$ cat config.mk
export PLATFORM = sky130hd
export DESIGN_NAME = fx2_host_emu
export DESIGN_NICKNAME = d
export VERILOG_FILES = /design/src/rtl/fx2_host_pkg.sv /design/src/rtl/fx2_host_emu.sv
export SDC_FILE = /design/constraint.sdc
export NUM_CORES = 1
export LEC_CHECK = 0
export BUFFER_PORTS_ARGS = -buffer_cell sky130_fd_sc_hd__buf_2
export CAP_MARGIN = 15
export CORE_MARGIN = 2
export CORE_UTILIZATION = 54
export CTS_BUF_LIST = sky130_fd_sc_hd__clkbuf_8
export DETAILED_ROUTE_END_ITERATION = 7
export PLACE_DENSITY = 0.79
export RECOVER_POWER = 100
export SETUP_SLACK_MARGIN = 0.2
export SYNTH_ARGS = -nofsm -noshare
export SYNTH_HDL_FRONTEND = slang
export SYNTH_SLANG_ARGS = --single-unit
$ cat constraint.sdc
create_clock -name fx2Clk_in -period 2.5 [get_ports fx2Clk_in]
set_clock_uncertainty 0.1 [all_clocks]
set_input_delay 0.5 -clock fx2Clk_in [delete_from_list [all_inputs] [get_ports fx2Clk_in]]
set_output_delay 0.5 -clock fx2Clk_in [all_outputs]
set_load 0.005 [all_outputs]
$ cat src/rtl/fx2_host_pkg.sv
// Shared types and header encoding for the FX2 host emulator.
// The FPGALink header is the command byte followed by a 4-byte big-endian length.
package fx2_host_pkg;

   localparam int HDR_BYTES = 5;
   localparam logic [2:0] HDR_LAST = 3'(HDR_BYTES - 1);

   typedef enum logic [1:0] {
      IDLE,
      HDR,
      WDATA,
      RDATA
   } state_t;

   function automatic logic [7:0] hdr_byte(
      input logic [2:0]  idx,
      input logic        isRead,
      input logic [6:0]  chan,
      input logic [31:0] len
   );
      case (idx)
         3'd0:    return {isRead, chan};
         3'd1:    return len[31:24];
         3'd2:    return len[23:16];
         3'd3:    return len[15:8];
         3'd4:    return len[7:0];
         default: return 8'h00;
      endcase
   endfunction

endpackage

$ cat src/rtl/fx2_host_emu.sv
// Host-side FX2 slave-FIFO emulator: turns channel read/write commands into the
// FPGALink byte protocol on EP6OUT and collects read payload from EP8IN.
module fx2_host_emu
   import fx2_host_pkg::*;
#(
   parameter int LEN_WIDTH = 32
) (
   input  logic                 fx2Clk_in,
   input  logic                 fx2Reset_in,
   input  logic                 cmdValid_in,
   output logic                 cmdReady_out,
   input  logic                 cmdIsRead_in,
   input  logic [6:0]           cmdChan_in,
   input  logic [LEN_WIDTH-1:0] cmdLen_in,
   input  logic [7:0]           wrData_in,
   input  logic                 wrValid_in,
   output logic                 wrReady_out,
   output logic [7:0]           rdData_out,
   output logic                 rdValid_out,
   input  logic                 rdReady_in,
   output logic                 busy_out,
   output logic                 err_out,
   input  logic                 fx2FifoSel_in,
   output logic [7:0]           fx2Data_out,
   input  logic [7:0]           fx2Data_in,
   input  logic                 fx2Read_in,
   output logic                 fx2GotData_out,
   input  logic                 fx2Write_in,
   output logic                 fx2GotRoom_out,
   input  logic                 fx2PktEnd_in
);

   state_t                 state;
   logic [2:0]             idx;
   logic                   isRead;
   logic [6:0]             chan;
   logic [LEN_WIDTH-1:0]   len;
   logic [LEN_WIDTH-1:0]   remaining;
   logic                   cmdReadyReg;

   logic ep6Attempt, ep8Attempt, ep6Xfer, ep8Xfer;
   logic unusedPktEnd;

   // Early-commit carries no meaning for a host that always sends exact lengths.
   assign unusedPktEnd = fx2PktEnd_in;

   // NOTE: every output of a combinational block gets a default first, so no path leaves it unassigned and no latch is inferred.
   always_comb begin
      fx2GotData_out = 1'b0;
      fx2Data_out    = 8'h00;
      case (state)
         HDR: begin
            fx2GotData_out = ~fx2FifoSel_in;
            fx2Data_out    = hdr_byte(idx, isRead, chan, len);
         end
         WDATA: begin
            fx2GotData_out = wrValid_in & ~fx2FifoSel_in;
            fx2Data_out    = wrData_in;
         end
         default: ;
      endcase
   end

   assign ep6Attempt     = ~fx2FifoSel_in & ~fx2Read_in;
   assign ep8Attempt     =  fx2FifoSel_in & ~fx2Write_in;
   assign ep6Xfer        = ep6Attempt & fx2GotData_out;
   assign fx2GotRoom_out = (state == RDATA) & rdReady_in & fx2FifoSel_in;
   assign ep8Xfer        = ep8Attempt & fx2GotRoom_out;

   assign cmdReady_out = cmdReadyReg;
   assign wrReady_out  = (state == WDATA) & ep6Xfer;
   assign busy_out     = (state != IDLE);

   // NOTE: the reset is sampled synchronously, so it lives inside the clocked block rather than in its sensitivity list.
   always_ff @(posedge fx2Clk_in) begin
      if (!fx2Reset_in) begin
         state       <= IDLE;
         idx         <= 3'd0;
         isRead      <= 1'b0;
         chan        <= 7'd0;
         len         <= '0;
         remaining   <= '0;
         cmdReadyReg <= 1'b0;
         rdData_out  <= 8'h00;
         rdValid_out <= 1'b0;
         err_out     <= 1'b0;
      end else begin
         // NOTE: state registers use non-blocking assignment so every read in this block sees the pre-edge value.
         rdValid_out <= 1'b0;

         if ((ep8Attempt && state != RDATA) ||
             (ep6Attempt && (state == IDLE || state == RDATA)))
            err_out <= 1'b1;

         case (state)
            IDLE: begin
               if (cmdValid_in && cmdReadyReg) begin
                  isRead      <= cmdIsRead_in;
                  chan        <= cmdChan_in;
                  len         <= cmdLen_in;
                  idx         <= 3'd0;
                  cmdReadyReg <= 1'b0;
                  state       <= HDR;
               end else begin
                  cmdReadyReg <= 1'b1;
               end
            end
            HDR: begin
               if (ep6Xfer) begin
                  if (idx == HDR_LAST) begin
                     idx       <= 3'd0;
                     remaining <= len;
                     if (len == '0) begin
                        state       <= IDLE;
                        cmdReadyReg <= 1'b1;
                     end else begin
                        state <= isRead ? RDATA : WDATA;
                     end
                  end else begin
                     idx <= idx + 3'd1;
                  end
               end
            end
            WDATA: begin
               if (ep6Xfer) begin
                  remaining <= remaining - 1'b1;
                  if (remaining == LEN_WIDTH'(1)) begin
                     state       <= IDLE;
                     cmdReadyReg <= 1'b1;
                  end
               end
            end
            RDATA: begin
               if (ep8Xfer) begin
                  rdData_out  <= fx2Data_in;
                  rdValid_out <= 1'b1;
                  remaining   <= remaining - 1'b1;
                  if (remaining == LEN_WIDTH'(1)) begin
                     state       <= IDLE;
                     cmdReadyReg <= 1'b1;
                  end
               end
            end
            default: state <= IDLE;
         endcase
      end
   end

endmodule
==> results.txt, run 1 <==
- Run status: finished with violations
- Violations in the final reports: setup timing
- Counting along the longest clock path gives a buffer depth of 2.
* Synth top area share: 37.16%
- By area the synthesized netlist is led by sky130_fd_sc_hd__dfxtp_1, sky130_fd_sc_hd__nand2_1, sky130_fd_sc_hd__a21oi_1.
- Internal portion of total power: 3.183 mW
- # Max-Cap Violations: 0
- 0 antenna diodes ended up in the layout.
- Area of the placeable core: 8636 sq um
* Worst-path maximum fanout: 4
* CP endpoint kind: output port
- The multi-input combinational cells in the finished layout cover a total of 2878 sq um.
- The layout has 745 filler cells.
* Routed wirelength normalized by instance count: 17.02 um
- For this run, the top clock speed supported by timing is 376.5 MHz.
- The die is 97.70 um wide.
* Post-DP HPWL: 9.894 mm
* Number of cells in the design after placement: 798
- The first global-routing pass estimated 22.67 mm of wire.
* Std-Cell Rows: 34
* Remaining design rule violation count: 0
* Worst vdd ir: 0.0004182 V
- Most used cells in the layout excluding fill and tap cells: sky130_fd_sc_hd__nand2_1, sky130_fd_sc_hd__dfxtp_1, sky130_fd_sc_hd__a21oi_1, sky130_fd_sc_hd__buf_2
- Distinct cells, synth: 54
- Met3 layer wire length in the routed design: 1.180 mm
* Routed Antenna Nets: 0
- Top Metal Used: met4
* Post-synth design cell area: 4741 sq um
- Top flip-flop cell by instance count after synthesis: sky130_fd_sc_hd__dfxtp_1
- Total power per unit cell area: 1013 nW/um^2
- Before CTS, the worst setup slack after placement is 0.1652 ns.
- The largest total area in the synthesized netlist belongs to sky130_fd_sc_hd__dfxtp_1.
- Arrival time at the worst endpoint: 2.06 ns
- During placement, the flow inserted port buffers numbering 86.
* Root Buffer Master: sky130_fd_sc_hd__clkbuf_8
- First DRT Iteration DRCs: 566
- Post-route met1 wirelength: 5.908 mm
- Wire length reported by the detailed router: 13.98 mm
- The worst path in the final design needs a cycle of 2.656 ns, including I/O delays and setup.
- Leakage power: 2.087 nW
- For this run, the total global-route usage over all layers was measured as 28.90%.
- Post-route clock period utilization: 106.2%
- The worst setup path is launched from a flop.
- TritonCTS clock tree: built
- Fraction of the core area covered by cells at the end of the flow: 65.94%
- Classification of the worst setup path: reg -> out
- Worst slew slack as a fraction of its limit: 47.82%
- The number of antenna violations at the first check in global routing was 0.
* Clock Power Share: 17.8%
* EDFF count, synth: 0
- TritonRoute pass-1 iters: 7
* Sw Share: 44.81%
- In the routed layout, each cell is associated on average with a via count of 6.250.
- Final Hold Violating Endpoints: 0
* Final Max Tran Viols: 0
- Summed over all layers, the global routing overflow is 0.
- The path class of the tightest hold or removal check is in -> reg.
- Seq/Total Area, Yosys: 37.16%
* Area delta synth->final: 20.11%
- Combinational logic is responsible for 47.9% of the overall power.
- Die Span Y: 97.70 um
- Clock-pin slew was measured on the worst setup and hold paths at 0.09 ns.
* Quantity of hold-fixing buffers added after cts: 0
* Synthesized area divided by synthesized cell count: 7.573 sq um
- Across all layers, the routed design uses 5131 vias.
- Post-Synthesis Cells: 626
- Per report_power, the sequential group accounts for 34.3% of the total.
* CTS H-tree lvls: 3
* Minimum setup slack in the final design: -0.1560 ns
- Reported net switching power: 2.584 mW
* Last weighted congestion value of the routability-driven placer: 0.9142
* Worst Hold Margin: 0.2634 ns
- Count of warnings emitted by yosys: 0
* Data required, critical path: 1.90 ns
- The number of global-route vias before repair came to 4656.
- Setup repair after global routing could not meet its margin everywhere.
- Detailed routing placed a total of 6.597 mm of wire on met2.
* Insertion delay of the later-clocked pin in the worst-skew pair: 0.37 ns
- 88 I/O pins were placed.
* Maximum number of pins on one net before global-route repair: 44
- Final-stage net count: 784
- Total clock sinks: 88
* Fraction of layout instances using a drive strength above 1: 22.86%
- Total clock buffers created by CTS: 9
- Post-synth ARST share: 0%
- Final-layout setup total negative slack: -1.009 ns
- The synthesized design contains 88 register bits.
- Leaving out fill and tap cells, the most frequent cell in the layout is sky130_fd_sc_hd__nand2_1.
- Setup violations remaining at the end of the flow were counted as 9.
- Post-synth net total: 702
* Starting density of the core: 54.90%
- Once layout is complete, the cells apart from fillers number 821.
- For the pin with the worst max-slew slack, the measured transition is 0.7827 ns.
- The die covers 9544 sq um.
- In the final layout, flip-flops and latches occupy 1769 sq um.
[routing by layer]
| layer | track usage [%] | up-vias |
|---|---|---|
| li1 | - | 2444 |
| met1 | 39.63 | 2370 |
| met2 | 46.42 | 280 |
| met3 | 4.964 | 37 |
| met4 | 9.402 | 0 |
| met5 | 0 | - |
[area by class of cell]
type,count,share of cell area [%]
Clock buffer,10,2.417
Clock inverter,6,1.165
Inverter,12,0.8350
Multi-Input combinational cell,482,50.54
Sequential cell,88,31.07
Tap cell,108,2.373
Timing Repair Buffer,115,11.60
[registers in the layout, indices dropped and copies added, names as in the netlist]
signal	flops
remaining	32
len	32
rdData_out	8
idx	3
cmdReady_out	1
rdValid_out	1
chan	7
state	2
err_out	1
isRead	1
[logic make-up after synthesis]
| kind of cell | count (synthesis) | share of synthesized area [%] |
|---|---|---|
| adder cells (fa/ha/maj) | 11 | 2.903 |
| flip-flops | 88 | 37.16 |
| multiplexers | 1 | 0.2375 |
| AND/OR/NAND/NOR | 261 | 27.13 |
| AO/OA/AOI/OAI | 209 | 27.92 |
| buffers and inverters | 56 | 4.645 |
[through the flow]
stage	instance area (sq um)	power, mW
finish	5694	5.767
global route	5694	6.106
CTS	5652	5.621
floorplan	4742	3.789
detailed placement	5351	4.577
global placement	5351	4.508
[timing repair]
item,CTS,global route
pin swaps,9,6
setup endpoints to repair,9,42
gates resized for setup,24,18
buffers inserted,3,4
[final timing paths]
kind	slack, ns	from	depth (start not counted)	to
max	-0.16	idx[1]$_SDFFE_PN0P_	9	fx2Data_out[2]
min	0.26	cmdLen_in[16]	3	len[16]$_SDFFE_PN0P_
max reg2reg	0.03	state[0]$_SDFFE_PN0P_	9	remaining[30]$_SDFFE_PN0P_
min reg2reg	0.37	rdData_out[6]$_SDFFE_PN0P_	2	rdData_out[6]$_SDFFE_PN0P_
[critical path, stage by stage, from the launching register on]
cell and delay [ns]:
sky130_fd_sc_hd__dfxtp_4 0.38, sky130_fd_sc_hd__inv_4 0.04, sky130_fd_sc_hd__ha_4 0.15, sky130_fd_sc_hd__nor2b_4 0.14, sky130_fd_sc_hd__buf_6 0.12, sky130_fd_sc_hd__a222oi_1 0.35, sky130_fd_sc_hd__o21ai_1 0.15, sky130_fd_sc_hd__a22oi_1 0.18
sky130_fd_sc_hd__nor2b_1 0.07, sky130_fd_sc_hd__buf_2 0.12
[synthesized netlist by cell type (2+ instances only)]
master and instances:
sky130_fd_sc_hd__and3_1 3, sky130_fd_sc_hd__o31a_1 5, sky130_fd_sc_hd__o221a_2 4, sky130_fd_sc_hd__o32ai_1 3, sky130_fd_sc_hd__o41ai_1 2, sky130_fd_sc_hd__buf_2 5, sky130_fd_sc_hd__dfxtp_1 88, sky130_fd_sc_hd__nand4_1 10
sky130_fd_sc_hd__nor4_1 16, sky130_fd_sc_hd__and4_1 3, sky130_fd_sc_hd__nor2b_1 13, sky130_fd_sc_hd__nor3b_1 2, sky130_fd_sc_hd__and2_1 5, sky130_fd_sc_hd__nor3_1 13, sky130_fd_sc_hd__clkbuf_1 36, sky130_fd_sc_hd__nand2b_1 2
sky130_fd_sc_hd__inv_1 12, sky130_fd_sc_hd__o31ai_1 4, sky130_fd_sc_hd__a31oi_1 9, sky130_fd_sc_hd__nand2_1 137, sky130_fd_sc_hd__a21oi_1 83, sky130_fd_sc_hd__ha_1 11, sky130_fd_sc_hd__o211ai_1 6, sky130_fd_sc_hd__a211oi_1 10
sky130_fd_sc_hd__nand3_1 8, sky130_fd_sc_hd__a222oi_1 8, sky130_fd_sc_hd__or2_2 2, sky130_fd_sc_hd__nor3_2 3, sky130_fd_sc_hd__nor4_4 2, sky130_fd_sc_hd__nor2_1 28, sky130_fd_sc_hd__o22ai_1 7, sky130_fd_sc_hd__or3_1 6
sky130_fd_sc_hd__buf_1 2, sky130_fd_sc_hd__nand3b_1 2, sky130_fd_sc_hd__o21a_1 8, sky130_fd_sc_hd__a22oi_1 18, sky130_fd_sc_hd__o21ai_0 33
[power groups by stage]
stage | registers [mW] | logic (mW) | clock network [mW]
floorplan | 1.87 | 1.91 | 0
global placement | 1.97 | 2.54 | 0
detailed placement | 1.99 | 2.59 | 0
CTS | 1.96 | 2.63 | 1.04
global route | 2.00 | 3.02 | 1.08
finish | 1.98 | 2.76 | 1.03
Power figures use the tool's default switching activity.
==> inputs of run 2 (changes only) <==
Settings changed: CELL_PAD_IN_SITES_DETAIL_PLACEMENT set to 0, CELL_PAD_IN_SITES_GLOBAL_PLACEMENT set to 1, CORE_UTILIZATION 54 to 42, PLACE_DENSITY 0.79 to 0.84, TNS_END_PERCENT set to 1.
==> results.txt, run 2 (synthesis results as in run 1) <==
- The total core area was 10940 sq um (was 8636 sq um).
* Number of antenna violations at the first check in global routing: 0 (unchanged)
- The half-perimeter wire length after placement is 10.67 mm (was 9.894 mm).
* Data required, critical path: 1.90 ns (about the same)
- The sequential share of power came to 34.0% (was 34.3%).
* Maximum number of pins on one net before global-route repair: 44 (unchanged)
* TritonRoute pass-1 iters: 6 (was 7)
- The clock period minus final worst setup slack is 2.651 ns (was 2.656 ns).
- Fill cell total of the finished layout: 1099 (was 745)
* Worst vdd ir: 0.0004352 V (was 0.0004182 V)
- Post-Place Cell Area: 5386 sq um (was 5351 sq um)
* Routed Antenna Nets: 0 (unchanged)
- CTS H-tree lvls: 3 (unchanged)
- Arrival time at the worst endpoint: 2.05 ns (was 2.06 ns)
- The total detailed-routing wirelength came to 14.60 mm (was 13.98 mm).
- RSZ-0062 raised after global routing: true (unchanged)
* Reported net switching power: 2.638 mW (was 2.584 mW)
* TritonCTS clock tree: built (unchanged)
- The total of max-cap violations came to 0 (unchanged).
- Worst slew pin tran: 0.7589 ns (was 0.7827 ns)
* Minimum setup slack in the final design: -0.1508 ns (was -0.1560 ns)
- Clock Power Share: 18.5% (was 17.8%)
* Gate power share: 47.5% (was 47.9%)
- Post-route clock period utilization: 106.0% (was 106.2%)
* Total power per unit cell area: 1025 nW/um^2 (was 1013 nW/um^2)
- Final Hold Violating Endpoints: 0 (unchanged)
- Final Max Tran Viols: 0 (unchanged)
- The final cell area excluding filler cells is 5689 sq um (was 5694 sq um).
- Number of global-route vias before repair: 4701 (was 4656)
- Fraction of the core area covered by cells at the end of the flow: 52.03% (was 65.94%)
* Internal portion of total power: 3.192 mW (was 3.183 mW)
* Die Span Y: 110.2 um (was 97.70 um)
- Starting density of the core: 43.35% (was 54.90%)
- Clock-pin transition on the worst setup and hold timing paths: 0.10 ns (was 0.09 ns)
- The die outline width was 110.2 um (was 97.70 um).
- The routability congestion estimate was 0.8886 (was 0.9142).
- Largest registers ranked by flip-flop count: len (32), remaining (32), rdData_out (8) (unchanged).
- The total number of clock tree sinks was 88 (unchanged).
* Number of setup violations in the final report: 10 (was 9)
* Remaining design rule violation count: 0 (unchanged)
* Total clock buffers created by CTS: 9 (unchanged)
- The type of origin of the critical path was a flop (unchanged).
* Most used cells in the layout excluding fill and tap cells: sky130_fd_sc_hd__nand2_1, sky130_fd_sc_hd__dfxtp_1, sky130_fd_sc_hd__a21oi_1, sky130_fd_sc_hd__buf_2, sky130_fd_sc_hd__nor2_1 (was sky130_fd_sc_hd__nand2_1, sky130_fd_sc_hd__dfxtp_1, sky130_fd_sc_hd__a21oi_1, sky130_fd_sc_hd__buf_2)
* Run status: finished with violations (unchanged)
* Type of the worst min-delay path: in -> reg (unchanged)
- The leakage power is 2.061 nW (was 2.087 nW).
- The global-route congestion overflow total came to 0 (unchanged).
* Violations in the final reports: setup timing (unchanged)
- The number of top-level design ports was 88 (unchanged).
- The number of DRC markers in iteration 0 is 321 (was 566).
- The detail-routed via count per cell was 5.868 (was 6.250).
- Worst slew slack as a fraction of its limit: 49.41% (was 47.82%)
- The insertion delay of the later-clocked pin in the worst-skew pair came to 0.38 ns (was 0.37 ns).
- Bufs on Longest Clock Path: 2 (unchanged)
- GRT Total Usage: 24.79% (was 28.90%)
- The overall die area is 12150 sq um (was 9544 sq um).
- The layout overhead on the synthesized area was 20.01% (was 20.11%).
- Std-Cell Rows: 38 (was 34)
- The number of I/O port buffers is 86 (unchanged).
* Sw Share: 45.25% (was 44.81%)
- The commonest non-fill, non-tap cell in the layout is sky130_fd_sc_hd__nand2_1 (unchanged).
- Routed wirelength normalized by instance count: 17.22 um (was 17.02 um)
* Global-route wire length before repair: 23.30 mm (was 22.67 mm)
- The total via count in the routed design is 4976 (was 5131).
* Worst Hold Margin: 0.2455 ns (was 0.2634 ns)
* Worst-path maximum fanout: 9 (was 4)
* Fraction of layout instances using a drive strength above 1: 22.46% (was 22.86%)
- Quantity of hold-fixing buffers added after cts: 0 (unchanged)
- CP endpoint kind: output port (unchanged)
* Classification of the worst setup path: reg -> out (unchanged)
- The number of nets at the end of the flow came to 779 (was 784).
- The timing-limited maximum frequency is 377.2 MHz (was 376.5 MHz).
- The clock tree root driver cell is sky130_fd_sc_hd__clkbuf_8 (unchanged).
* Total inserted antenna cells: 0 (unchanged)
run 2: cell count changes in the layout (fill, tap and decap cells not counted), moves of 3 or more:
cell / previous run / this run
sky130_fd_sc_hd__clkinvlp_4: 3 / 0
sky130_fd_sc_hd__inv_6: 1 / 4
sky130_fd_sc_hd__buf_4: 20 / 14
sky130_fd_sc_hd__clkbuf_1: 10 / 13
run 2: critical path: stages, from the launching register on:
cell	delay, ns
sky130_fd_sc_hd__dfxtp_4	0.37
sky130_fd_sc_hd__ha_2	0.18
sky130_fd_sc_hd__ha_4	0.18
sky130_fd_sc_hd__o41a_1	0.54
sky130_fd_sc_hd__a22oi_1	0.20
sky130_fd_sc_hd__nor2b_1	0.07
sky130_fd_sc_hd__buf_2	0.12
run 2: repair_timing:
item,CTS,global route
endpoints found under the setup margin,23,40
pin swaps,4,10
cloned,0,0
setup buffers,1,0
resized for setup,23,25
run 2: per-layer routing:
layer | track usage (%) | share of wire (%) | wire, um
met5 | 0 | 0 | 0
met2 | 40.14 | 46 | 6720
met3 | 3.586 | 5.3 | 772
met4 | 9.732 | 2.3 | 339
met1 | 33.30 | 46 | 6770
run 2: through the flow:
| stage | power [mW] | setup WS (ns) | instances | setup TNS, ns |
|---|---|---|---|---|
| floorplan | 3.789 | 0.2539 | 626 | 0 |
| global placement | 4.593 | 0.1813 | 831 | 0 |
| detailed placement | 4.639 | 0.1138 | 831 | 0 |
| CTS | 5.737 | -0.1442 | 848 | -0.9297 |
| global route | 6.222 | -0.2409 | 848 | -2.745 |
| finish | 5.829 | -0.1508 | 848 | -1.090 |
run 2: final timing paths:
check                                                   to                        from  cells after the start  slack, ns
worst min register to register  rdData_out[4]$_SDFFE_PN0P_  rdData_out[4]$_SDFFE_PN0P_                      2       0.36
worst max register to register  remaining[22]$_SDFFE_PN0P_       state[0]$_SDFFE_PN0P_                      8      -0.02
worst max-delay path                        fx2Data_out[1]         idx[1]$_SDFFE_PN0P_                      6      -0.15
worst min-delay path            rdData_out[4]$_SDFFE_PN0P_               fx2Data_in[4]                      3       0.25
run 2: area by class of cell:
class | instances | area [sq um] | area share [%]
clock buffers | 9 | 123.9 | 2.177
clock inverters | 7 | 85.08 | 1.495
inverters | 12 | 45.04 | 0.7917
multi-input cells | 482 | 2877 | 50.56
flip-flops and latches | 88 | 1772 | 31.14
well taps | 140 | 175.2 | 3.079
repair buffers | 110 | 611.8 | 10.75
run 2: power by group through the flow:
stage | logic, mW | registers, mW | clock network [mW]
floorplan | 1.91 | 1.87 | 0
global placement | 2.61 | 1.98 | 0
finish | 2.77 | 1.98 | 1.08
detailed placement | 2.65 | 1.99 | 0
global route | 3.06 | 2.01 | 1.15
CTS | 2.68 | 1.96 | 1.10
